## src/rtl/sprite_pkg.sv

```systemverilog
// Shared definitions for the animated sprite pixel generator: colour key,
// mode encoding, sequencer state type and ROM address width helper.
package sprite_pkg;

  localparam logic [15:0] TRANSPARENT = 16'hFFFF;

  localparam logic MODE_ROLL = 1'b0;
  localparam logic MODE_FALL = 1'b1;

  typedef enum logic {
    ROLL = 1'b0,
    FALL = 1'b1
  } state_t;

  // Address width that covers the larger (fall) image.
  function automatic int addr_w(input int fall_w, input int spr_h);
    return $clog2(fall_w * spr_h);
  endfunction

endpackage

```

## src/rtl/sprite_rom.sv

```systemverilog
// One animation frame image with a registered (synchronous) read port.
// Contents are a generated pattern: key colour at every address whose low
// six bits are all ones, otherwise {SEED[3:0], 2'b00, addr[9:0]}, so each
// frame is distinguishable and carries a few transparent key pixels.
// Addresses at or beyond DEPTH read back as the key colour.
module sprite_rom #(
  parameter int DEPTH   = 1008,
  parameter int COLOR_W = 16,
  parameter int AW      = 10,
  parameter int SEED    = 1
) (
  input  logic               clk,
  input  logic [AW-1:0]      addr,
  output logic [COLOR_W-1:0] data
);

  function automatic logic [COLOR_W-1:0] rom_word(input logic [AW-1:0] a);
    logic [15:0] w;
    if ((int'(a) >= DEPTH) || (a[5:0] == 6'h3F)) begin
      return {COLOR_W{1'b1}};
    end
    w = {4'(SEED), 2'b00, 10'(a)};
    return COLOR_W'(w);
  endfunction

  // Registered read: data for the address presented on the previous edge.
  always_ff @(posedge clk) begin
    data <= rom_word(addr);
  end

endmodule

```

## src/rtl/sprite_anim_color.sv

```systemverilog
// Animated sprite pixel generator: roll/fall sequencer with frame timer,
// hit test and address generation, per-frame ROM bank, two-stage pixel
// pipeline (ROM read + output register).
// Optional build macro SPRITE_HFLIP_EN adds a 'flip' input that mirrors
// the image horizontally; without it the image is always unmirrored.
module sprite_anim_color
  import sprite_pkg::*;
#(
  parameter int NUM_ROLL_FRAMES = 4,
  parameter int NUM_FALL_FRAMES = 2,
  parameter int ROLL_W          = 32,
  parameter int FALL_W          = 42,
  parameter int SPR_H           = 24,
  parameter int FRAME_TICKS     = 6,
  parameter int COLOR_W         = 16
) (
  input  logic               clk,
  input  logic               rst_n,
  input  logic [9:0]         col,
  input  logic [8:0]         row,
  input  logic [9:0]         posx,
  input  logic [8:0]         posy,
  input  logic               mode,
  input  logic               anim_en,
  input  logic               frame_tick,
  input  logic               restart,
`ifdef SPRITE_HFLIP_EN
  input  logic               flip,
`endif
  output logic [COLOR_W-1:0] color,
  output logic               opaque,
  output logic [2:0]         frame_idx
);

  localparam int AW = addr_w(FALL_W, SPR_H);
  localparam int TW = (FRAME_TICKS > 1) ? $clog2(FRAME_TICKS) : 1;

  localparam logic [COLOR_W-1:0] TRANSP    = COLOR_W'(TRANSPARENT);
  localparam logic [10:0]        ROLL_W11  = 11'(ROLL_W);
  localparam logic [10:0]        FALL_W11  = 11'(FALL_W);
  localparam logic [9:0]         SPR_H10   = 10'(SPR_H);
  localparam logic [2:0]         ROLL_LAST = 3'(NUM_ROLL_FRAMES - 1);
  localparam logic [2:0]         FALL_LAST = 3'(NUM_FALL_FRAMES - 1);
  localparam logic [TW-1:0]      TICK_LAST = TW'(FRAME_TICKS - 1);

  state_t        state_q, state_n;
  logic [2:0]    frame_q, frame_n;
  logic [TW-1:0] tick_q, tick_n;
  logic [2:0]    frame_last;

  logic          flip_p0;
  logic [10:0]   w_cur_p0;
  logic [10:0]   col_end_p0;
  logic [9:0]    row_end_p0;
  logic          hit_p0;
  logic [9:0]    col_off_p0;
  logic [8:0]    row_off_p0;
  logic [10:0]   x_off_p0;
  logic [AW-1:0] addr_p0;

  logic          hit_p1;
  logic [2:0]    frame_p1;
  state_t        state_p1;
  logic [COLOR_W-1:0] roll_q_p1 [NUM_ROLL_FRAMES];
  logic [COLOR_W-1:0] fall_q_p1 [NUM_FALL_FRAMES];
  logic [COLOR_W-1:0] rom_sel_p1;

`ifdef SPRITE_HFLIP_EN
  assign flip_p0 = flip;
`else
  assign flip_p0 = 1'b0;
`endif

  assign frame_idx  = frame_q;
  assign frame_last = (state_q == FALL) ? FALL_LAST : ROLL_LAST;

  // Sequencer state register: mode state, frame index and tick counter.
  always_ff @(posedge clk or negedge rst_n) begin
    if (!rst_n) begin
      state_q <= ROLL;
      frame_q <= 3'd0;
      tick_q  <= '0;
    end else begin
      state_q <= state_n;
      frame_q <= frame_n;
      tick_q  <= tick_n;
    end
  end

  // Next-state logic: restart beats a mode change, which beats a frame tick.
  always_comb begin
    state_n = state_q;
    frame_n = frame_q;
    tick_n  = tick_q;
    if (restart) begin
      frame_n = 3'd0;
      tick_n  = '0;
    end else if (state_t'(mode) != state_q) begin
      state_n = state_t'(mode);
      frame_n = 3'd0;
      tick_n  = '0;
    end else if (frame_tick && anim_en) begin
      if (tick_q == TICK_LAST) begin
        tick_n  = '0;
        frame_n = (frame_q == frame_last) ? 3'd0 : frame_q + 3'd1;
      end else begin
        tick_n = tick_q + TW'(1);
      end
    end
  end

  // ---- stage 0: hit test and address generation (combinational) ----
  assign w_cur_p0   = (state_q == FALL) ? FALL_W11 : ROLL_W11;
  assign col_end_p0 = {1'b0, posx} + w_cur_p0;
  assign row_end_p0 = {1'b0, posy} + SPR_H10;
  assign hit_p0     = (col >= posx) && ({1'b0, col} < col_end_p0) &&
                      (row >= posy) && ({1'b0, row} < row_end_p0);
  assign col_off_p0 = col - posx;
  assign row_off_p0 = row - posy;
  assign x_off_p0   = flip_p0 ? (w_cur_p0 - 11'd1 - {1'b0, col_off_p0})
                              : {1'b0, col_off_p0};
  assign addr_p0    = AW'(row_off_p0) * AW'(w_cur_p0) + AW'(x_off_p0);

  // ---- stage 1: ROM read, with hit/frame/state captured alongside ----
  for (genvar gi = 0; gi < NUM_ROLL_FRAMES; gi++) begin : g_roll
    sprite_rom #(
      .DEPTH  (ROLL_W * SPR_H),
      .COLOR_W(COLOR_W),
      .AW     (AW),
      .SEED   (1 + gi)
    ) u_rom (
      .clk (clk),
      .addr(addr_p0),
      .data(roll_q_p1[gi])
    );
  end

  for (genvar gi = 0; gi < NUM_FALL_FRAMES; gi++) begin : g_fall
    sprite_rom #(
      .DEPTH  (FALL_W * SPR_H),
      .COLOR_W(COLOR_W),
      .AW     (AW),
      .SEED   (9 + gi)
    ) u_rom (
      .clk (clk),
      .addr(addr_p0),
      .data(fall_q_p1[gi])
    );
  end

  // Per-pixel control travelling with the ROM read; cleared on reset so the
  // first outputs after release are transparent.
  always_ff @(posedge clk or negedge rst_n) begin
    if (!rst_n) begin
      hit_p1   <= 1'b0;
      frame_p1 <= 3'd0;
      state_p1 <= ROLL;
    end else begin
      hit_p1   <= hit_p0;
      frame_p1 <= frame_q;
      state_p1 <= state_q;
    end
  end

  // Pick the frame image that was current when this pixel entered stage 1.
  always_comb begin
    rom_sel_p1 = TRANSP;
    for (int i = 0; i < NUM_ROLL_FRAMES; i++) begin
      if ((state_p1 == ROLL) && (frame_p1 == 3'(i))) rom_sel_p1 = roll_q_p1[i];
    end
    for (int i = 0; i < NUM_FALL_FRAMES; i++) begin
      if ((state_p1 == FALL) && (frame_p1 == 3'(i))) rom_sel_p1 = fall_q_p1[i];
    end
  end

  // ---- stage 2: output register, key colour means not opaque ----
  always_ff @(posedge clk or negedge rst_n) begin
    if (!rst_n) begin
      color  <= TRANSP;
      opaque <= 1'b0;
    end else begin
      color  <= hit_p1 ? rom_sel_p1 : TRANSP;
      opaque <= hit_p1 && (rom_sel_p1 != TRANSP);
    end
  end

endmodule

```

## config.mk

```make
export PLATFORM = sky130hd
export DESIGN_NAME = sprite_anim_color
export DESIGN_NICKNAME = d
export VERILOG_FILES = /design/src/rtl/sprite_pkg.sv /design/src/rtl/sprite_rom.sv /design/src/rtl/sprite_anim_color.sv
export SDC_FILE = /design/constraint.sdc
export NUM_CORES = 1
export LEC_CHECK = 0
export BUFFER_PORTS_ARGS = -buffer_cell sky130_fd_sc_hd__buf_4
export CORE_ASPECT_RATIO = 0.8
export CORE_MARGIN = 5
export CORE_UTILIZATION = 39
export DETAILED_ROUTE_END_ITERATION = 6
export SETUP_SLACK_MARGIN = 0.1
export SLEW_MARGIN = 10
export SYNTH_ARGS = -nofsm -noshare
export SYNTH_HDL_FRONTEND = slang
export SYNTH_SLANG_ARGS = --single-unit
```

## constraint.sdc

```tcl
create_clock -name clk -period 4.65 [get_ports clk]
set_input_delay 0.465 -clock clk [delete_from_list [all_inputs] [get_ports clk]]
set_output_delay 0.465 -clock clk [all_outputs]
set_load 0.05 [all_outputs]
```

==> results of run 1 <==
==> where the power goes <==
group | internal [mW] | switching [mW]
combinational | 1.25 | 1.15
clock | 0.249 | 0.155
sequential | 0.584 | 0.0654
==> synthesized netlist by cell type, types with 14 or more instances <==
master and count:
inv_1 68, dfxtp_1 22, nor3_1 14, nand2_1 36, o21ai_0 14, xnor2_1 24, dfstp_2 15, a21oi_1 16
ha_1 71, fa_1 17, nand2b_1 18, nor2_1 21
==> worst paths after layout <==
kind	endpoint	startpoint
max	g_fall[1].u_rom.data[2]	row[0]
min	opaque	rst_n
max reg2reg	g_fall[1].u_rom.data[2]	state_q
min reg2reg	color[7]	g_fall[1].u_rom.data[7]
max in group asynchronous	color[11]	rst_n
min in group clk	state_q	mode
==> metrics by stage <==
stage / hold WS [ns] / setup WS (ns) / instance area [µm²]
finish: 0.0838 / -0.350 / 5620
global placement: 0.392 / -0.792 / 5260
floorplan: 0.169 / -0.417 / 4290
global route: 0.111 / -0.528 / 5620
CTS: 0.0905 / -0.360 / 5520
detailed placement: 0.400 / -0.846 / 5260
==> cell families after synthesis <==
| group | count (synthesis) | share of synthesized area (%) |
|---|---|---|
| AO/OA/AOI/OAI | 78 | 12.3 |
| XOR/XNOR | 31 | 7.19 |
| adder cells (fa/ha/maj) | 88 | 29.6 |
| buffers and inverters | 76 | 7.19 |
| flip-flops | 50 | 27.9 |
| multiplexers | 1 | 0.271 |
| AND/OR/NAND/NOR | 128 | 15.6 |
==> layer usage <==
metal	vias up	GRT usage, %	share of wire (%)
met5	-	0	0
met4	0	4.17	1.8
met3	17	2.30	3.4
met2	61	27.5	47
met1	1622	21.4	48
li1	1776	-	-
==> worst register-to-register path, stage by stage, from the launching register on <==
cell and delay [ns]:
dfrtp_1 0.41, buf_4 0.21, nand4b_1 0.11, o211ai_1 0.11
a311o_2 0.41, ha_4 0.25, fa_1 0.45, fa_1 0.50
inv_1 0.05, fa_1 0.50, inv_2 0.05, ha_4 0.16
or3_4 0.36, o22ai_2 0.10, xnor3_1 0.23, xnor3_1 0.28
nand4_1 0.26, nand2b_1 0.16
==> repair_timing <==
action	CTS	global route
hold endpoints to repair	0	0
pin swaps	22	11
resized for setup	13	17
buffers inserted	4	5
endpoints found under the setup margin	20	20
gates cloned	0	0
==> final cells by class <==
| type | instances | area (µm²) |
|---|---|---|
| fillers | 947 | 4700 |
| multi-input cells | 326 | 2940 |
| flip-flops and latches | 50 | 1160 |
| repair buffers | 118 | 901 |
| inverters | 69 | 272 |
| well taps | 140 | 175 |
| clock buffers | 7 | 164 |
| clock inverters | 1 | 8.76 |
==> registers in the layout (all words and copies together), names as in the netlist <==
signal / cells
opaque: 1
frame_idx: 3
state_p1: 1
frame_p1: 3
hit_p1: 1
tick_q: 3
color: 15
state_q: 1
g_roll.u_rom.data: 11
g_fall.u_rom.data: 11
==> results.cfg, run 1 <==
[detailed_routing]
totalWireLength_um = 9870
detailroute.via_count = 3476
first_iter_violations = 139
wl_per_cell_um = 13.9
drt-vias-per-instance = 4.89
ant_nets = 0
drc = 0
first_pass_iters = 4

[logic_synthesis]
synth_flop_cell = dfxtp_1
synth.ff_latch_count = 50
syn_area_um2 = 4160
sequential_fraction_of_the_synthesis_area_pct = 27.9
area_fraction_of_the_dominant_cell_type_after_synthesis_pct = 21.4
synth_edf_count = 0
synth_top_area_cell = ha_1
yosys_warnings = 0
synth_area_per_cell_um2 = 9.20
post_synth_num_cell_types = 49
synth_async_sr_flop_share_pct = 56.0
synth_top_cells_by_area = ha_1 (21%), dfxtp_1 (11%), dfstp_2 (9.5%)
synthesis.instances = 452
post_synthesis_net_count = 584

[cts]
cts.root.buffer_cell = clkbuf_16
clock_sinks = 50
cts-htree-levels = 2
cts_inserted_buffers = 5
clk_pin_slew_ns = 0.06
ctsLongestPathBuffers = 2
cts_hold_buf = 0
worst_skew_pair.late_latency_ns = 0.29
cts_tree = done

[global_route]
grt_first_pass_wirelength_um = 17000
grt_start_max_net_pins = 29
grt-ovfl-total = 0
antenna_found_initial = 0
vias_in_the_first_global_route = 3691
groute.usage.overall_pct = 16.0

[worst_setup_path]
cp_slowest_stage_delay_ns = 0.50
required_ns = 4.87
timing.critical_path.cells = buf_8 > inv_8 > ha_4 > fa_2 > nand2b_4 > a21oi_4 > a2111oi_4 > a311o_2 > ha_4 > fa_1 > fa_1 > inv_1 > fa_1 > inv_2 > ha_4 > or3_4 > o22ai_2 > xnor3_1 > xnor3_1 > nand4_1 > nand2b_1
worst_path_dominant_cell_family = adder cells
crit_path_max_fanout = 5
critical_path.n_buffers_inverters = 4
critPathLaunchType = primary input
worst-setup-path-type = in2reg
worst-path-stages = 21
critPathSlowestCell = fa_1
rrSetupSlack_ns = 0.01
reg2regPathDepth = 17
worst_setup_path_end_kind = flip-flop
timing.critical_path.arrival_ns = 5.22

[sta]
tns_setup_ns = -4.54
period_needed_ns = 5.00
hold_violations = 0
rsz_0062_raised_after_global_routing = yes
final.setup.worst_slack_ns = -0.350
min_period_over_period_pct = 108
setup_violations = 18
max_freq_mhz = 200
slew_violations = 0
timing_worst_slew_pin_value_ns = 0.876
max_slew_margin_pct = 41.5
finalClockSkew_ns = 0.00621

[finish]
layout-drive-gt1-share_pct = 33.1
nNetsFinal = 702
n_antenna_cell = 0
instances_no_fill = 711
area_growth_pct = 35.3
layout_common_cells = buf_4 (115), ha_1 (64), inv_1 (61)
mostFrequentLayoutCell = buf_4
postLayoutCoreUtil_pct = 54.5

[power]
ir_drop_worst_vdd_v = 0.000457
total_power_mw = 3.45
power_leakage_nw = 2.74
power_density_nw_per_um2 = 613

[die]
num_rows = 33
die_y_um = 102
floorplan.io_pins = 64
coreArea_um2 = 10300
dieWidth_um = 125
die_area_um2 = 12800
initial_core_util_pct = 40.3

[place]
portBuffers = 63
detailed_place_hpwl_um = 8160
place_inst = 695
finalWeightedCongestion = 0.853

[status]
violated_checks = setup timing
outcome = finished with violations

[min_path]
timing.hold.worst.class = in2async

[job]
max_cap_violations = 0
(Power assumes the default switching activity.)
==> inputs of run 2 (changes only) <==
Settings changed: CORE_MARGIN 5 to 2.
==> run 2 against run 1 <==
Compared with the run above: the flow still finishes with violations (setup timing); power fell by 2.1%; first-iteration DRC count rose by 20%; highest routed layer unchanged; critical endpoint is now g_fall[1].u_rom.data[9]; die area fell by 10%; count of clock-buffer cells in the layout fell by 2; clock power rose by 4%; critical path depth did not move.
==> results.cfg, run 2 (synthesized netlist as in run 1, its figures left out) <==
[status]
outcome = finished with violations
violated_checks = setup timing

[worst_setup_path]
timing.critical_path.arrival_ns = 5.14
crit-reg2reg-launch = state_q
timing.critical_path.cells = buf_8 > inv_8 > ha_4 > fa_2 > nand2b_4 > a21oi_4 > a2111oi_2 > a311o_2 > ha_4 > fa_1 > fa_1 > inv_1 > fa_1 > inv_2 > ha_4 > or3_1 > o22ai_2 > xnor3_1 > xnor3_1 > buf_4 > or2_1
worst-setup-path-type = in2reg
critPathLaunchType = primary input
cp_slowest_stage_delay_ns = 0.49
reg2regPathDepth = 17
worst_path_dominant_cell_family = adder cells
rrSetupSlack_ns = 0.06
required_ns = 4.83
regToRegEndpoint = g_fall[1].u_rom.data[9]
critical_path.n_buffers_inverters = 5
critPathSlowestCell = fa_1
worst_setup_path_end_kind = flip-flop
crit_path_max_fanout = 4

[global_route]
grt-ovfl-total = 0
vias_in_the_first_global_route = 3479
antenna_found_initial = 0
grt_first_pass_wirelength_um = 16100
grt_start_max_net_pins = 29
groute.usage.overall_pct = 17.4

[cts]
cts_tree = done
cts_inserted_buffers = 5
clk_pin_slew_ns = 0.07
cts-htree-levels = 2
clock_sinks = 50
worst_skew_pair.late_latency_ns = 0.29
cts.root.buffer_cell = clkbuf_16
ctsLongestPathBuffers = 2

[finish]
postLayoutCoreUtil_pct = 54.2
largest_reg_flops = 15
largest_registers = color x15, g_fall.u_rom.data x11, g_roll.u_rom.data x11
instances_no_fill = 711
nNetsFinal = 702
total_of_fill_cells_in_the_finished_design = 986
max_flop_register = color
area_growth_pct = 34.6
mostFrequentLayoutCell = buf_4
layout_common_cells = buf_4 (114), ha_1 (64), inv_1 (61)
n_antenna_cell = 0
post-route-cell-area_um2 = 5600
layout-drive-gt1-share_pct = 32.6

[sta]
hold_violations = 0
min_period_over_period_pct = 107
final.setup.worst_slack_ns = -0.307
fin_worst_hold_slack_ns = 0.0732
max_freq_mhz = 202
timing_worst_slew_pin_value_ns = 0.887
period_needed_ns = 4.96
finalClockSkew_ns = 0.00728
rsz_0062_raised_after_global_routing = yes
max_slew_margin_pct = 40.7
setup_violations = 18
slew_violations = 0

[die]
floorplan.io_pins = 64
coreArea_um2 = 10300
num_rows = 33
die_area_um2 = 11500
initial_core_util_pct = 40.3
die_y_um = 96.4
dieWidth_um = 119

[detailed_routing]
first_iter_violations = 167
ant_nets = 0
first_pass_iters = 4
wl_per_cell_um = 13.4
totalWireLength_um = 9520
detailroute.via_count = 3463
drc = 0
drt-vias-per-instance = 4.87

[job]
max_cap_violations = 0

[place]
detailed_place_hpwl_um = 7950
place_inst = 697
post_dp_cell_area_um2 = 5270
finalWeightedCongestion = 0.851
place_worst_setup_slack_ns = -0.792
portBuffers = 63

[power]
ir_drop_worst_vdd_v = 0.000378
power_leakage_nw = 2.73
power_density_nw_per_um2 = 604

[min_path]
timing.hold.worst.class = in2async
[run 2: worst register-to-register path: cells and delay by family (launching register included)]
family | cells | cell delay (ns)
adders and majority gates | 5 | 1.84
and+or+nand+nor | 3 | 0.68
AOI/OAI and AO/OA | 3 | 0.61
buffers and inverters | 4 | 0.48
xor gates and xnor gates | 2 | 0.47
DFF | 1 | 0.41
[run 2: cell type report]
cell class / count / area, µm² / share of cell area (%)
clock inverters: 3 / 47.5 / 0.850
repair buffers: 118 / 905 / 16.2
multi-input cells: 326 / 2910 / 52.0
flip-flops and latches: 50 / 1160 / 20.7
well taps: 140 / 175 / 3.13
inverters: 69 / 272 / 4.85
clock buffers: 5 / 125 / 2.24
[run 2: worst max-delay path by stage]
stage	slack (ns)	from	depth (start not counted)	to
CTS	-0.30	row[0]	21	g_roll[1].u_rom.data[14]
global route	-0.52	row[0]	22	g_fall[0].u_rom.data[13]
detailed placement	-0.79	posy[1]	23	g_fall[0].u_rom.data[13]
floorplan	-0.42	row[0]	21	g_roll[1].u_rom.data[14]
global placement	-0.71	posy[1]	22	g_fall[1].u_rom.data[1]
finish	-0.31	row[0]	21	g_fall[1].u_rom.data[9]
[run 2: power breakdown]
group / total [mW] / internal, mW / leakage [nW] / switching (mW)
registers: 0.648 / 0.584 / 0.519 / 0.0637
logic: 2.31 / 1.20 / 2.13 / 1.11
clock network: 0.419 / 0.257 / 0.0844 / 0.162
total: 3.38 / 2.04 / 2.73 / 1.34
[run 2: layer usage]
layer,routed length [µm],track usage [%]
met3,362,2.37
met4,63,2.75
met1,4590,23.8
met5,0,0
met2,4510,30.0
[run 2: stage by stage]
step | total power, mW | setup TNS [ns]
4_1_cts | 3.28 | -4.11
3_3_place_gp | 2.73 | -11.50
5_1_grt | 3.72 | -8.03
6_report | 3.38 | -3.92
2_1_floorplan | 2.09 | -4.31
3_5_place_dp | 2.77 | -13.12
[run 2: what timing repair did]
item | 4_1_cts | 5_1_grt
setup endpoints to repair | 19 | 20
resized for setup | 12 | 16
pin swaps | 17 | 7
hold endpoints to repair | 0 | 0
buffers inserted | 4 | 2
hold buffers | 0 | 0
